$ cat src/rtl/cpu_io_port_gen_if.sv
// CPU-side register bus plus port pins of the generic CPU I/O port.
// The CPU shell drives the master side; the port block is the slave.
interface cpu_io_port_gen_if;
  logic        enable;
  logic [15:0] address;
  logic        we;
  logic [7:0]  wdata;
  logic [7:0]  rdata;
  logic        hit;
  logic [7:0]  port_in;
  logic [7:0]  port_out;
  logic [7:0]  port_dir;
  logic        irq_n;

  modport master (
    output enable, address, we, wdata, port_in,
    input  rdata, hit, port_out, port_dir, irq_n
  );

  modport slave (
    input  enable, address, we, wdata, port_in,
    output rdata, hit, port_out, port_dir, irq_n
  );
endinterface

$ cat src/rtl/cpu_io_port_gen.sv
// 4-register CPU I/O port (DDR/DATA/IFR/IMR): combinational read, writes and irq_n
// registered on enable ticks; no backpressure, every access completes in one cycle.
module cpu_io_port_gen #(
  parameter int          WIDTH       = 8,
  parameter logic [15:0] BASE_ADDR   = 16'h0000,
  parameter logic [7:0]  FADE_MASK   = 8'hC0,
  parameter logic [19:0] FADE_CYCLES = 20'd350000,
  parameter int          IRQ_EN      = 1
) (
  input  logic              clk,
  input  logic              reset_n,
  cpu_io_port_gen_if.slave  bus
);

  localparam logic [8:0] W_ONE    = 9'(1 << WIDTH);
  localparam logic [7:0] W_MASK   = W_ONE[7:0] - 8'd1;
  localparam logic [7:0] W_FADE   = FADE_MASK & W_MASK;
  localparam logic [7:0] IRQ_MASK = (IRQ_EN != 0) ? W_MASK : 8'h00;

  logic [7:0]  r_ddr, r_data, r_ifr, r_imr, r_ret, r_prev;
  logic [19:0] r_cnt;
  logic        r_irq_n;

  logic        w_hit, w_wr;
  logic [1:0]  w_off;
  logic [7:0]  w_wdat, w_fading, w_pin_eff, w_fall, w_fade_chg, w_ifr_clr, w_rdata;

  assign w_hit  = (bus.address[15:2] == BASE_ADDR[15:2]);
  assign w_off  = bus.address[1:0];
  assign w_wr   = bus.enable & w_hit & bus.we;
  assign w_wdat = bus.wdata & W_MASK;

  // Undriven fade bits keep showing the value they had as outputs until the counter expires.
  assign w_fading  = (r_cnt != 20'd0) ? (W_FADE & ~r_ddr) : 8'h00;
  assign w_pin_eff = (bus.port_in & ~w_fading) | (r_ret & w_fading);

  // Edge qualifier uses the DDR value before any same-cycle write.
  assign w_fall     = r_prev & ~bus.port_in & ~r_ddr & W_MASK;
  assign w_fade_chg = (w_wr && w_off == 2'd0) ? (r_ddr & ~w_wdat & W_FADE) : 8'h00;
  assign w_ifr_clr  = (w_wr && w_off == 2'd2) ? w_wdat : 8'h00;

  always_comb begin
    w_rdata = 8'h00;
    if (w_hit) begin
      case (w_off)
        2'd0:    w_rdata = r_ddr;
        2'd1:    w_rdata = ((r_ddr & r_data) | (~r_ddr & w_pin_eff)) & W_MASK;
        2'd2:    w_rdata = r_ifr;
        default: w_rdata = r_imr;
      endcase
    end
  end

  always_ff @(posedge clk) begin
    if (!reset_n) begin
      r_ddr   <= 8'h00;
      r_data  <= 8'h00;
      r_ifr   <= 8'h00;
      r_imr   <= 8'h00;
      r_ret   <= 8'h00;
      r_prev  <= 8'h00;
      r_cnt   <= 20'd0;
      r_irq_n <= 1'b1;
    end else if (bus.enable) begin
      r_prev  <= bus.port_in;
      // A new edge wins over a same-cycle write-1-clear.
      r_ifr   <= ((r_ifr & ~w_ifr_clr) | w_fall) & IRQ_MASK;
      r_irq_n <= ~|(r_ifr & r_imr);
      if (w_fade_chg != 8'h00) begin
        r_ret <= (r_ret & ~w_fade_chg) | (r_data & w_fade_chg);
        r_cnt <= FADE_CYCLES;
      end else if (r_cnt != 20'd0) begin
        r_cnt <= r_cnt - 20'd1;
      end
      if (w_wr) begin
        case (w_off)
          2'd0:    r_ddr  <= w_wdat;
          2'd1:    r_data <= w_wdat;
          2'd3:    r_imr  <= w_wdat & IRQ_MASK;
          default: ;
        endcase
      end
    end
  end

  assign bus.rdata    = w_rdata;
  assign bus.hit      = w_hit;
  assign bus.port_out = r_data;
  assign bus.port_dir = r_ddr;
  assign bus.irq_n    = r_irq_n;

endmodule

$ cat src/flat_wrapper.sv
// flat-port wrapper written by rule: the top's interface ports become plain ports
module cpu_io_port_gen_flat 
#(
  parameter int          WIDTH       = 8,
  parameter logic [15:0] BASE_ADDR   = 16'h0000,
  parameter logic [7:0]  FADE_MASK   = 8'hC0,
  parameter logic [19:0] FADE_CYCLES = 20'd350000,
  parameter int          IRQ_EN      = 1
)
  (clk, reset_n, bus_enable, bus_address, bus_we, bus_wdata, bus_port_in, bus_rdata, bus_hit, bus_port_out, bus_port_dir, bus_irq_n);
  cpu_io_port_gen_if bus_i ();
  input  logic clk;
  input  logic reset_n;
  input wire logic [$bits(bus_i.enable)-1:0] bus_enable;
  input wire logic [$bits(bus_i.address)-1:0] bus_address;
  input wire logic [$bits(bus_i.we)-1:0] bus_we;
  input wire logic [$bits(bus_i.wdata)-1:0] bus_wdata;
  input wire logic [$bits(bus_i.port_in)-1:0] bus_port_in;
  output wire logic [$bits(bus_i.rdata)-1:0] bus_rdata;
  output wire logic [$bits(bus_i.hit)-1:0] bus_hit;
  output wire logic [$bits(bus_i.port_out)-1:0] bus_port_out;
  output wire logic [$bits(bus_i.port_dir)-1:0] bus_port_dir;
  output wire logic [$bits(bus_i.irq_n)-1:0] bus_irq_n;
  assign bus_i.enable = bus_enable;
  assign bus_i.address = bus_address;
  assign bus_i.we = bus_we;
  assign bus_i.wdata = bus_wdata;
  assign bus_i.port_in = bus_port_in;
  assign bus_rdata = bus_i.rdata;
  assign bus_hit = bus_i.hit;
  assign bus_port_out = bus_i.port_out;
  assign bus_port_dir = bus_i.port_dir;
  assign bus_irq_n = bus_i.irq_n;
  cpu_io_port_gen #(.WIDTH(WIDTH), .BASE_ADDR(BASE_ADDR), .FADE_MASK(FADE_MASK), .FADE_CYCLES(FADE_CYCLES), .IRQ_EN(IRQ_EN)) u_core (.clk(clk), .reset_n(reset_n), .bus(bus_i));
endmodule
$ cat config.mk
export PLATFORM = sky130hd
export DESIGN_NAME = cpu_io_port_gen_flat
export DESIGN_NICKNAME = d
export VERILOG_FILES = /design/src/rtl/cpu_io_port_gen_if.sv /design/src/rtl/cpu_io_port_gen.sv /design/src/flat_wrapper.sv
export SDC_FILE = /design/constraint.sdc
export NUM_CORES = 1
export LEC_CHECK = 0
export ABC_AREA = 1
export BUFFER_PORTS_ARGS = -buffer_cell sky130_fd_sc_hd__buf_2
export CORE_MARGIN = 4
export CORE_UTILIZATION = 40
export DETAILED_ROUTE_END_ITERATION = 16
export PLACE_DENSITY = 0.66
export SYNTH_ARGS = -nofsm -noshare
export SYNTH_HDL_FRONTEND = slang
export SYNTH_SLANG_ARGS = --single-unit
$ cat constraint.sdc
create_clock -name clk -period 5 [get_ports clk]
set_input_delay 1 -clock clk [delete_from_list [all_inputs] [get_ports clk]]
set_output_delay 1 -clock clk [all_outputs]
set_load 0.02 [all_outputs]
==> Flow_metrics.wiki, run 1 <==
{| class="wikitable"
! Metric !! Value
|-
| Part of the power in the clock network || 24.0%
|-
| Max-cap violation count || 0
|-
| Antenna-violating nets left || 0
|-
| Outcome || finished, final reports clean
|-
| Library cells used by synthesis || 33
|-
| Max-slew headroom at the worst pin || 47.0%
|-
| Power density relative to cell area || 528 nW/µm²
|-
| Data arrival time of the worst path || 2.63 ns
|-
| Seq/Total Area, Yosys || 38.3%
|-
| Critical Path Fanout Max || 11
|-
| Setup repair after global routing missed its margin || no
|-
| Post-synthesis instance area || 3290 µm²
|-
| Number of detailed-route iterations in the first pass || 5
|-
| Net Switching || 853 µW
|-
| Share of power burned in combinational logic || 43.7%
|-
| Most frequent cells in the layout || sky130_fd_sc_hd__nand2_1 (94), sky130_fd_sc_hd__nor2_1 (64), sky130_fd_sc_hd__dfxtp_1 (63)
|-
| Area share of the largest cell type after synthesis || 38.3%
|-
| Sequential share of power || 32.2%
|-
| Top-Level Pins || 62
|-
| Sum Neg Setup Slack || 0 ns
|-
| CP Data Required Time || 4.00 ns
|-
| Clock-pin slew on the worst setup and hold paths || 0.07 ns
|-
| Type of the tightest min-delay check || flip-flop to flip-flop
|-
| Initial detailed-routing violation count || 180
|-
| Die Span X || 98.8 µm
|-
| Number of antenna violations at the first check in global routing || 0
|-
| Fraction of registers with async set or reset after synthesis || 0%
|-
| Least setup slack across all paths after layout || 1.37 ns
|-
| Fin crit share || 72.6%
|-
| Dominant synthesized flop cell || sky130_fd_sc_hd__dfxtp_1
|-
| Number of global-route vias before repair || 3087
|-
| Leftover overflow at the end of global routing || 0
|-
| Global-route usage over all layers || 19.1%
|-
| Worst-skew pair later-pin latency || 0.35 ns
|-
| Critical path startpoint category || input pin
|-
| Routed via count || 3469
|-
| Upper clock frequency limit || 0.276 GHz
|-
| Wire length of the first global-routing pass || 15100 µm
|-
| DRC violation count after routing || 0
|-
| Shortest period the worst path allows || 3.63 ns
|-
| DIE AREA || 9750 µm²
|-
| Largest net degree at the start of global routing || 27
|-
| Worst-case vdd ir drop || 0.187 mV
|-
| Proportion of total power due to net switching || 41.6%
|-
| Biggest area contributors in the synthesized netlist || sky130_fd_sc_hd__dfxtp_1 (38%), sky130_fd_sc_hd__nand2_1 (11%), sky130_fd_sc_hd__a21oi_1 (9.0%), sky130_fd_sc_hd__o21ai_0 (7.3%), sky130_fd_sc_hd__nor2_1 (7.3%)
|-
| Hold violation total from the final report || 0
|-
| Yosys warns || 0
|-
| Most area-hungry cell type in the Yosys netlist || sky130_fd_sc_hd__dfxtp_1
|-
| Buffer type at the clock tree root || sky130_fd_sc_hd__clkbuf_8
|-
| Gate count after technology mapping || 483
|-
| Transition at the pin with the smallest max-transition slack || 0.792 ns
|-
| Path type of the worst setup path || input pin to primary output
|-
| Port Buffer Count || 61
|-
| Die span in y || 98.8 µm
|-
| Area of the core || 7850 µm²
|-
| Number of flops mapped to enable cells by yosys || 0
|-
| Setup clock skew after layout || 0.0118 ns
|-
| Number of buffers inserted to repair setup after CTS || 0
|-
| Starting density of the core || 42.0%
|-
| Drt total wl || 9300 µm
|-
| CTS resizes || 0
|-
| Via density per instance || 5.36
|-
| Layout cell share with drive strength beyond 1 || 17.6%
|-
| Leading cell type in the layout, fill and taps excluded || sky130_fd_sc_hd__nand2_1
|-
| Number of buffers added by the clock tree synthesis step || 9
|-
| Average detailed-routed wire length per instance || 14.4 µm
|-
| Syn avg cell area || 6.82 µm²
|-
| Weighted congestion at the end of routability-driven global placement || 0.944
|-
| Final number of setup-violating endpoints || 0
|-
| Deepest level of the CTS H-tree || 3
|-
| Detailed placer's ending HPWL || 6830 µm
|-
| Max Buffers Root-to-Sink || 2
|-
| # diodes || 0
|-
| Count of standard-cell rows || 32
|-
| Clock tree sinks || 63
|-
| Post-layout nets || 577
|-
| Max-slew violations || 0
|-
| Leakage power || 1.69 nW
|-
| TritonCTS clock tree || done
|-
| Total internal power || 1.20 mW
|-
| Category of the worst setup path capture point || primary output
|-
| Area growth syn-to-layout || 17.8%
|-
| Hold-fix buffers, CTS || 0
|-
| Worst setup slack after placement || 1.44 ns
|-
| Register bit total from synthesis || 63
|-
| Post-synth net total || 520
|}
cell usage after synthesis, drive strengths merged (2+ instances only):
| master | number |
|---|---|
| nand4 | 10 |
| a221oi | 7 |
| inv | 50 |
| nor3 | 4 |
| a21oi | 59 |
| nand3b | 4 |
| clkbuf | 10 |
| xnor2 | 4 |
| xor2 | 4 |
| dfxtp | 63 |
| nand2 | 97 |
| nor2 | 71 |
| nand3 | 28 |
| a31oi | 4 |
| o21ai | 49 |
| buf | 6 |
| nor4 | 2 |
| or2 | 2 |
| a211oi | 7 |
registers in the layout (all words and copies together) (netlist names), named ones only:
| register | flops |
|---|---|
| u_core.r_prev | 8 |
| u_core.bus.port_out | 8 |
| u_core.r_ifr | 8 |
| u_core.bus.port_dir | 8 |
| u_core.bus.irq_n | 1 |
| u_core.r_cnt | 20 |
| u_core.r_imr | 8 |
area by class of cell:
class,instances,area [µm²]
flip-flops and latches,63,1260
clock inverters,7,97.6
well taps,102,128
clock buffers,9,124
inverters,50,190
repair buffers,62,313
fillers,808,3970
multi-input cells,354,1770
layer usage:
layer  part of all wire [%]  global-route usage [%]
met4                    1.6                    6.30
met5                      0                       0
met3                    6.5                    4.74
met1                     46                    25.5
met2                     46                    30.3
worst max-delay path, stage by stage:
cell and delay [ns]:
sky130_fd_sc_hd__buf_2 0.19, sky130_fd_sc_hd__inv_1 0.12, sky130_fd_sc_hd__nor2_1 0.62, sky130_fd_sc_hd__inv_1 0.19, sky130_fd_sc_hd__o21ai_0 0.23, sky130_fd_sc_hd__a221oi_1 0.10, sky130_fd_sc_hd__buf_2 0.18
logic make-up after synthesis:
family          share of synthesized area, %
xor+xnor                                2.13
buf+inv                                 8.05
compound gates                          21.3
flops                                   38.3
fa+ha+maj                              0.380
simple gates                            29.9
path summary, 6_finish.rpt:
check / start / end / slack, ns / cells after the start
max: bus_address[1] / bus_rdata[5] / 1.37 / 7
min: flip-flop / flip-flop / 0.47 / 2
max reg2reg: u_core.r_cnt[0] / u_core.r_cnt[12] / 2.68 / 10
min reg2reg: flip-flop / flip-flop / 0.47 / 2
power by group through the flow:
stage                     combinational, mW  clock, mW  sequential [mW]
final                                 0.896      0.492            0.661
after global routing                   1.03      0.526            0.675
after CTS                             0.896      0.504            0.659
after detailed placement              0.888          0            0.668
after global placement                0.873          0            0.669
after floorplan                       0.736          0            0.651
per-stage QoR:
step | total power, mW | hold slack [ns] | util [%] | cell area, µm² | std cells
floorplan | 1.39 | 0.436 | - | 3290 | 483
global placement | 1.54 | 0.446 | 46.6 | 3660 | 631
detailed placement | 1.56 | 0.459 | 46.6 | 3660 | 631
CTS | 2.06 | 0.470 | 49.5 | 3880 | 647
global route | 2.23 | 0.493 | 49.5 | 3880 | 647
finish | 2.05 | 0.466 | 49.5 | 3880 | 647
Power figures use the tool's default switching activity.
==> run 2: changes to the inputs <==
--- a/config.mk
+++ b/config.mk
@@ -10,7 +10,7 @@
 export CORE_MARGIN = 4
 export CORE_UTILIZATION = 40
 export DETAILED_ROUTE_END_ITERATION = 16
-export PLACE_DENSITY = 0.66
+export PLACE_DENSITY = 0.68
 export SYNTH_ARGS = -nofsm -noshare
 export SYNTH_HDL_FRONTEND = slang
 export SYNTH_SLANG_ARGS = --single-unit
==> constraint.sdc (replaced) <==
create_clock -name clk -period 3.1 [get_ports clk]
set_input_delay 0.62 -clock clk [delete_from_list [all_inputs] [get_ports clk]]
set_output_delay 0.62 -clock clk [all_outputs]
set_load 0.02 [all_outputs]
==> Flow_metrics.wiki, run 2 (same netlist as run 1, synthesis figures left out) <==
{| class="wikitable"
! Metric !! Value
|-
| Outcome || finished, final reports clean
|-
| Max Buffers Root-to-Sink || 2
|-
| Critical Path Fanout Max || 6
|-
| Final number of setup-violating endpoints || 0
|-
| Register with the most flip-flops || u_core.r_cnt
|-
| Setup clock skew after layout || 0.0131 ns
|-
| Area taken by flip-flops and latches || 1260 µm²
|-
| Hold-fix buffers, CTS || 0
|-
| Layout cell share with drive strength beyond 1 || 18.2%
|-
| Starting density of the core || 42.0%
|-
| Area of the multi-input gates || 1770 µm²
|-
| # diodes || 0
|-
| Power density relative to cell area || 845 nW/µm²
|-
| Count of standard-cell rows || 32
|-
| Max FFs per register || 20
|-
| Critical path startpoint category || flip-flop
|-
| Final Util || 49.8%
|-
| Sum Neg Setup Slack || 0 ns
|-
| Fillcell total || 830
|-
| Area growth syn-to-layout || 18.7%
|-
| Weighted congestion at the end of routability-driven global placement || 0.922
|-
| Initial detailed-routing violation count || 238
|-
| Data arrival time of the worst path || 2.17 ns
|-
| Net Switching || 1.37 mW
|-
| Global-route usage over all layers || 18.9%
|-
| Max-slew violations || 0
|-
| Clock-pin slew on the worst setup and hold paths || 0.07 ns
|-
| Leftover overflow at the end of global routing || 0
|-
| Type of the tightest min-delay check || flip-flop to flip-flop
|-
| Transition at the pin with the smallest max-transition slack || 0.566 ns
|-
| Number of buffers added by the clock tree synthesis step || 9
|-
| Number of buffers inserted to repair setup after CTS || 0
|-
| Shortest period the worst path allows || 2.79 ns
|-
| Max-cap violation count || 0
|-
| CTS resizes || 0
|-
| Wire length of the first global-routing pass || 15200 µm
|-
| Total internal power || 1.93 mW
|-
| Number of antenna violations at the first check in global routing || 0
|-
| Area of the core || 7850 µm²
|-
| Sequential share of power || 32.4%
|-
| DIE AREA || 9750 µm²
|-
| Proportion of total power due to net switching || 41.5%
|-
| CP Data Required Time || 2.48 ns
|-
| Antenna-violating nets left || 0
|-
| Leakage power || 1.71 nW
|-
| Detailed placer's ending HPWL || 6830 µm
|-
| Most frequent cells in the layout || sky130_fd_sc_hd__nand2_1 (94), sky130_fd_sc_hd__nor2_1 (64), sky130_fd_sc_hd__dfxtp_1 (63)
|-
| Category of the worst setup path capture point || primary output
|-
| Buffer type at the clock tree root || sky130_fd_sc_hd__clkbuf_8
|-
| Leading cell type in the layout, fill and taps excluded || sky130_fd_sc_hd__nand2_1
|-
| Routed via count || 3386
|-
| Fin crit share || 90.0%
|-
| Deepest level of the CTS H-tree || 3
|-
| Worst-case vdd ir drop || 0.288 mV
|-
| Port Buffer Count || 61
|-
| Worst-skew pair later-pin latency || 0.35 ns
|-
| Via density per instance || 5.20
|-
| Setup repair after global routing missed its margin || no
|-
| Drt total wl || 9030 µm
|-
| Post-layout nets || 581
|-
| Part of the power in the clock network || 24.0%
|-
| Hold violation total from the final report || 0
|-
| Largest net degree at the start of global routing || 26
|-
| Max-slew headroom at the worst pin || 62.2%
|-
| Die Span X || 98.8 µm
|-
| Upper clock frequency limit || 0.358 GHz
|-
| Die span in y || 98.8 µm
|-
| Share of power burned in combinational logic || 43.7%
|-
| Number of global-route vias before repair || 3202
|-
| Clock tree sinks || 63
|-
| Average detailed-routed wire length per instance || 13.9 µm
|-
| Path type of the worst setup path || flip-flop to primary output
|-
| DRC violation count after routing || 0
|-
| Number of detailed-route iterations in the first pass || 4
|-
| Top-Level Pins || 62
|-
| TritonCTS clock tree || done
|}
[run 2: cell count changes in the layout (fill, tap and decap cells not counted)]
cell / previous run / this run
sky130_fd_sc_hd__buf_4: 1 / 5
[run 2: path summary, 6_finish.rpt]
kind                        start         endpoint  slack [ns]  depth (start not counted)
setup reg to reg  u_core.r_cnt[0]  u_core.r_cnt[7]        0.85                         10
hold reg to reg   u_core.r_cnt[2]  u_core.r_cnt[2]        0.46                          2
hold / removal    u_core.r_cnt[2]  u_core.r_cnt[2]        0.46                          2
setup / recovery  u_core.r_cnt[0]     bus_rdata[7]        0.31                         11
[run 2: routing by layer]
metal  global-route usage [%]  vias to the layer above  wire [µm]
li1                         -                     1733          -
met1                     25.4                     1535       4180
met2                     28.8                      107       4080
met3                     5.52                       11        619
met4                     6.41                        0        148
met5                        0                        -          0
[run 2: stage by stage]
stage / setup WS [ns] / power (mW) / cell area [µm²] / hold slack, ns / instances
2_1_floorplan: 0.580 / 2.24 / 3290 / 0.436 / 483
3_3_place_gp: 0.562 / 2.49 / 3690 / 0.452 / 635
3_5_place_dp: 0.505 / 2.51 / 3690 / 0.456 / 635
4_1_cts: 0.287 / 3.32 / 3910 / 0.467 / 651
5_1_grt: 0.0968 / 3.62 / 3910 / 0.481 / 651
6_report: 0.308 / 3.30 / 3910 / 0.465 / 651
[run 2: area by class of cell]
class / instances / area share [%]
flip-flops and latches: 63 / 32.2
inverters: 50 / 4.86
multi-input cells: 354 / 45.2
repair buffers: 66 / 8.77
clock buffers: 9 / 3.17
clock inverters: 7 / 2.50
well taps: 102 / 3.26
[run 2: critical path, cell delays in order, from the launching register on]
cell,delay (ns)
sky130_fd_sc_hd__dfxtp_1,0.35
sky130_fd_sc_hd__inv_1,0.09
sky130_fd_sc_hd__ha_1,0.29
sky130_fd_sc_hd__nand3_2,0.14
sky130_fd_sc_hd__nor2_2,0.18
sky130_fd_sc_hd__nand3_2,0.17
sky130_fd_sc_hd__nand2_1,0.10
sky130_fd_sc_hd__o21ai_0,0.07
sky130_fd_sc_hd__nand2_1,0.07
sky130_fd_sc_hd__nand2_1,0.05
sky130_fd_sc_hd__a21oi_1,0.14
sky130_fd_sc_hd__buf_2,0.19
[run 2: power by group through the flow]
stage / combinational (mW) / clock (mW) / sequential, mW
floorplan: 1.19 / 0 / 1.05
global placement: 1.41 / 0 / 1.08
detailed placement: 1.43 / 0 / 1.08
CTS: 1.44 / 0.811 / 1.07
global route: 1.67 / 0.857 / 1.09
finish: 1.44 / 0.792 / 1.07
==> run 3: changes to the inputs <==
==> constraint.sdc (replaced) <==
create_clock -name clk -period 2.25 [get_ports clk]
set_input_delay 0.45 -clock clk [delete_from_list [all_inputs] [get_ports clk]]
set_output_delay 0.45 -clock clk [all_outputs]
set_load 0.02 [all_outputs]
==> Flow_metrics.wiki, run 3 (same netlist as run 1, synthesis figures left out) <==
{| class="wikitable"
! Metric !! Value
|-
| Setup repair after global routing missed its margin || yes
|-
| Sum Neg Setup Slack || 0 ns
|-
| Data arrival time of the worst path || 1.79 ns
|-
| Clock-pin slew on the worst setup and hold paths || 0.08 ns
|-
| Clock tree sinks || 63
|-
| Cell-by-cell trace of the critical path || inv_2 -> ha_4 -> nand3_4 -> nor2_4 -> nand3_4 -> nand2_1 -> o21ai_1 -> nand2_1 -> nand2_1 -> a21oi_2 -> buf_6
|-
| Setup clock skew after layout || 0.0179 ns
|-
| Max-slew headroom at the worst pin || 63.5%
|-
| Area growth syn-to-layout || 24.5%
|-
| Number of global-route vias before repair || 3276
|-
| Layout cell share with drive strength beyond 1 || 22.6%
|-
| Path type of the worst setup path || flip-flop to primary output
|-
| Leftover overflow at the end of global routing || 0
|-
| Final Util || 52.3%
|-
| Fin crit share || 99.4%
|-
| Transition at the pin with the smallest max-transition slack || 0.546 ns
|-
| Dominant delay contributor by cell family on the critical path || simple AND/OR/NAND/NOR gates
|-
| Final number of setup-violating endpoints || 0
|-
| Detailed placer's ending HPWL || 7040 µm
|-
| Worst setup slack after placement || 0.150 ns
|-
| Initial detailed-routing violation count || 254
|-
| Post-layout nets || 599
|-
| Port Buffer Count || 61
|-
| Power density relative to cell area || 1200 nW/µm²
|-
| Average detailed-routed wire length per instance || 14.2 µm
|-
| Count of standard-cell rows || 32
|-
| Leakage power || 1.80 nW
|-
| Hold-fix buffers, CTS || 0
|-
| Final std cells w/o fill || 669
|-
| Worst Path Buf+Inv || 2
|-
| Weighted congestion at the end of routability-driven global placement || 0.944
|-
| Number of cells in the design after placement || 646
|-
| Slowest cell delay on critical path || 0.33 ns
|-
| Outcome || finished, final reports clean
|-
| Worst-case vdd ir drop || 0.465 mV
|-
| Global-route usage over all layers || 19.1%
|-
| Hold violation total from the final report || 0
|-
| # diodes || 0
|-
| Via density per instance || 5.28
|-
| Upper clock frequency limit || 0.447 GHz
|-
| Category of the worst setup path capture point || primary output
|-
| Worst path slowest cell || sky130_fd_sc_hd__dfxtp_2
|-
| Most common cell type on the critical path || sky130_fd_sc_hd__nand2_1
|-
| Critical path startpoint category || flip-flop
|-
| Deepest level of the CTS H-tree || 3
|-
| Starting density of the core || 42.0%
|-
| Type of the tightest min-delay check || input pin to flip-flop
|-
| Number of detailed-route iterations in the first pass || 5
|-
| DRC violation count after routing || 0
|-
| Die span in y || 98.8 µm
|-
| Drt total wl || 9490 µm
|-
| Top-Level Pins || 62
|-
| DIE AREA || 9750 µm²
|-
| Shortest period the worst path allows || 2.24 ns
|-
| Buffer type at the clock tree root || sky130_fd_sc_hd__clkbuf_8
|-
| Max FFs per register || 20
|-
| Worst-skew pair later-pin latency || 0.34 ns
|-
| Die Span X || 98.8 µm
|-
| Critical Path Fanout Max || 5
|-
| Register with the most flip-flops || u_core.r_cnt
|-
| Number of buffers added by the clock tree synthesis step || 9
|-
| Most frequent cells in the layout || sky130_fd_sc_hd__nand2_1 (94), sky130_fd_sc_hd__dfxtp_1 (61), sky130_fd_sc_hd__nor2_1 (60)
|-
| Max-cap violation count || 0
|-
| Least setup slack across all paths after layout || 0.0138 ns
|-
| Leading cell type in the layout, fill and taps excluded || sky130_fd_sc_hd__nand2_1
|-
| Routed via count || 3535
|-
| Number of antenna violations at the first check in global routing || 0
|-
| Max-slew violations || 0
|-
| Antenna-violating nets left || 0
|-
| TritonCTS clock tree || done
|-
| Largest net degree at the start of global routing || 26
|-
| Area of the core || 7850 µm²
|-
| Wire length of the first global-routing pass || 15400 µm
|-
| CP Data Required Time || 1.80 ns
|-
| Max Buffers Root-to-Sink || 2
|-
| Pwr Total || 4.92 mW
|}
==> run 3: power breakdown <==
part	switching (mW)	total [mW]	leakage [nW]	internal, mW
registers	0.186	1.49	0.513	1.30
logic	1.42	2.43	1.19	1.01
clock network	0.454	0.996	0.0997	0.542
total	2.06	4.92	1.80	2.86
==> run 3: what timing repair did <==
item,CTS,global route
hold endpoints to repair,0,0
pin swaps,4,4
setup endpoints to repair,2,2
resized for setup,13,7
buffers inserted,5,2
==> run 3: layout make-up <==
type                    count  area [µm²]
clock buffers              11         141
clock inverters             5        56.3
fillers                   802        3750
inverters                  50         190
multi-input cells         354        1820
flip-flops and latches     63        1260
well taps                 102         128
repair buffers             84         499
==> run 3: tightest hold or removal path: stages <==
cell,delay [ns]
sky130_fd_sc_hd__buf_2,0.11
sky130_fd_sc_hd__nand2_1,0.06
sky130_fd_sc_hd__a21oi_1,0.05
==> run 3: path summary, 6_finish.rpt <==
| path | slack [ns] | end | startpoint | depth (start not counted) |
|---|---|---|---|---|
| max reg2reg | 0.45 | u_core.r_cnt[7] | u_core.r_cnt[1] | 12 |
| max | 0.01 | bus_rdata[7] | u_core.r_cnt[1] | 11 |
| min reg2reg | 0.47 | u_core.r_cnt[2] | u_core.r_cnt[2] | 2 |
| min | 0.37 | u_core.r_prev[3] | bus_port_in[3] | 3 |
==> run 3: per-stage QoR <==
step | hold WS, ns | area [µm²]
floorplan | 0.436 | 3290
global placement | 0.448 | 3780
detailed placement | 0.457 | 3780
CTS | 0.353 | 4060
global route | 0.383 | 4100
finish | 0.373 | 4100
==> run 3: routing by layer <==
metal	part of all wire, %	up-vias	global-route usage (%)
met5	0	-	0
met4	1.5	0	6.93
met2	47	120	30.6
met3	5.6	18	3.33
met1	46	1619	25.8
li1	-	1778	-
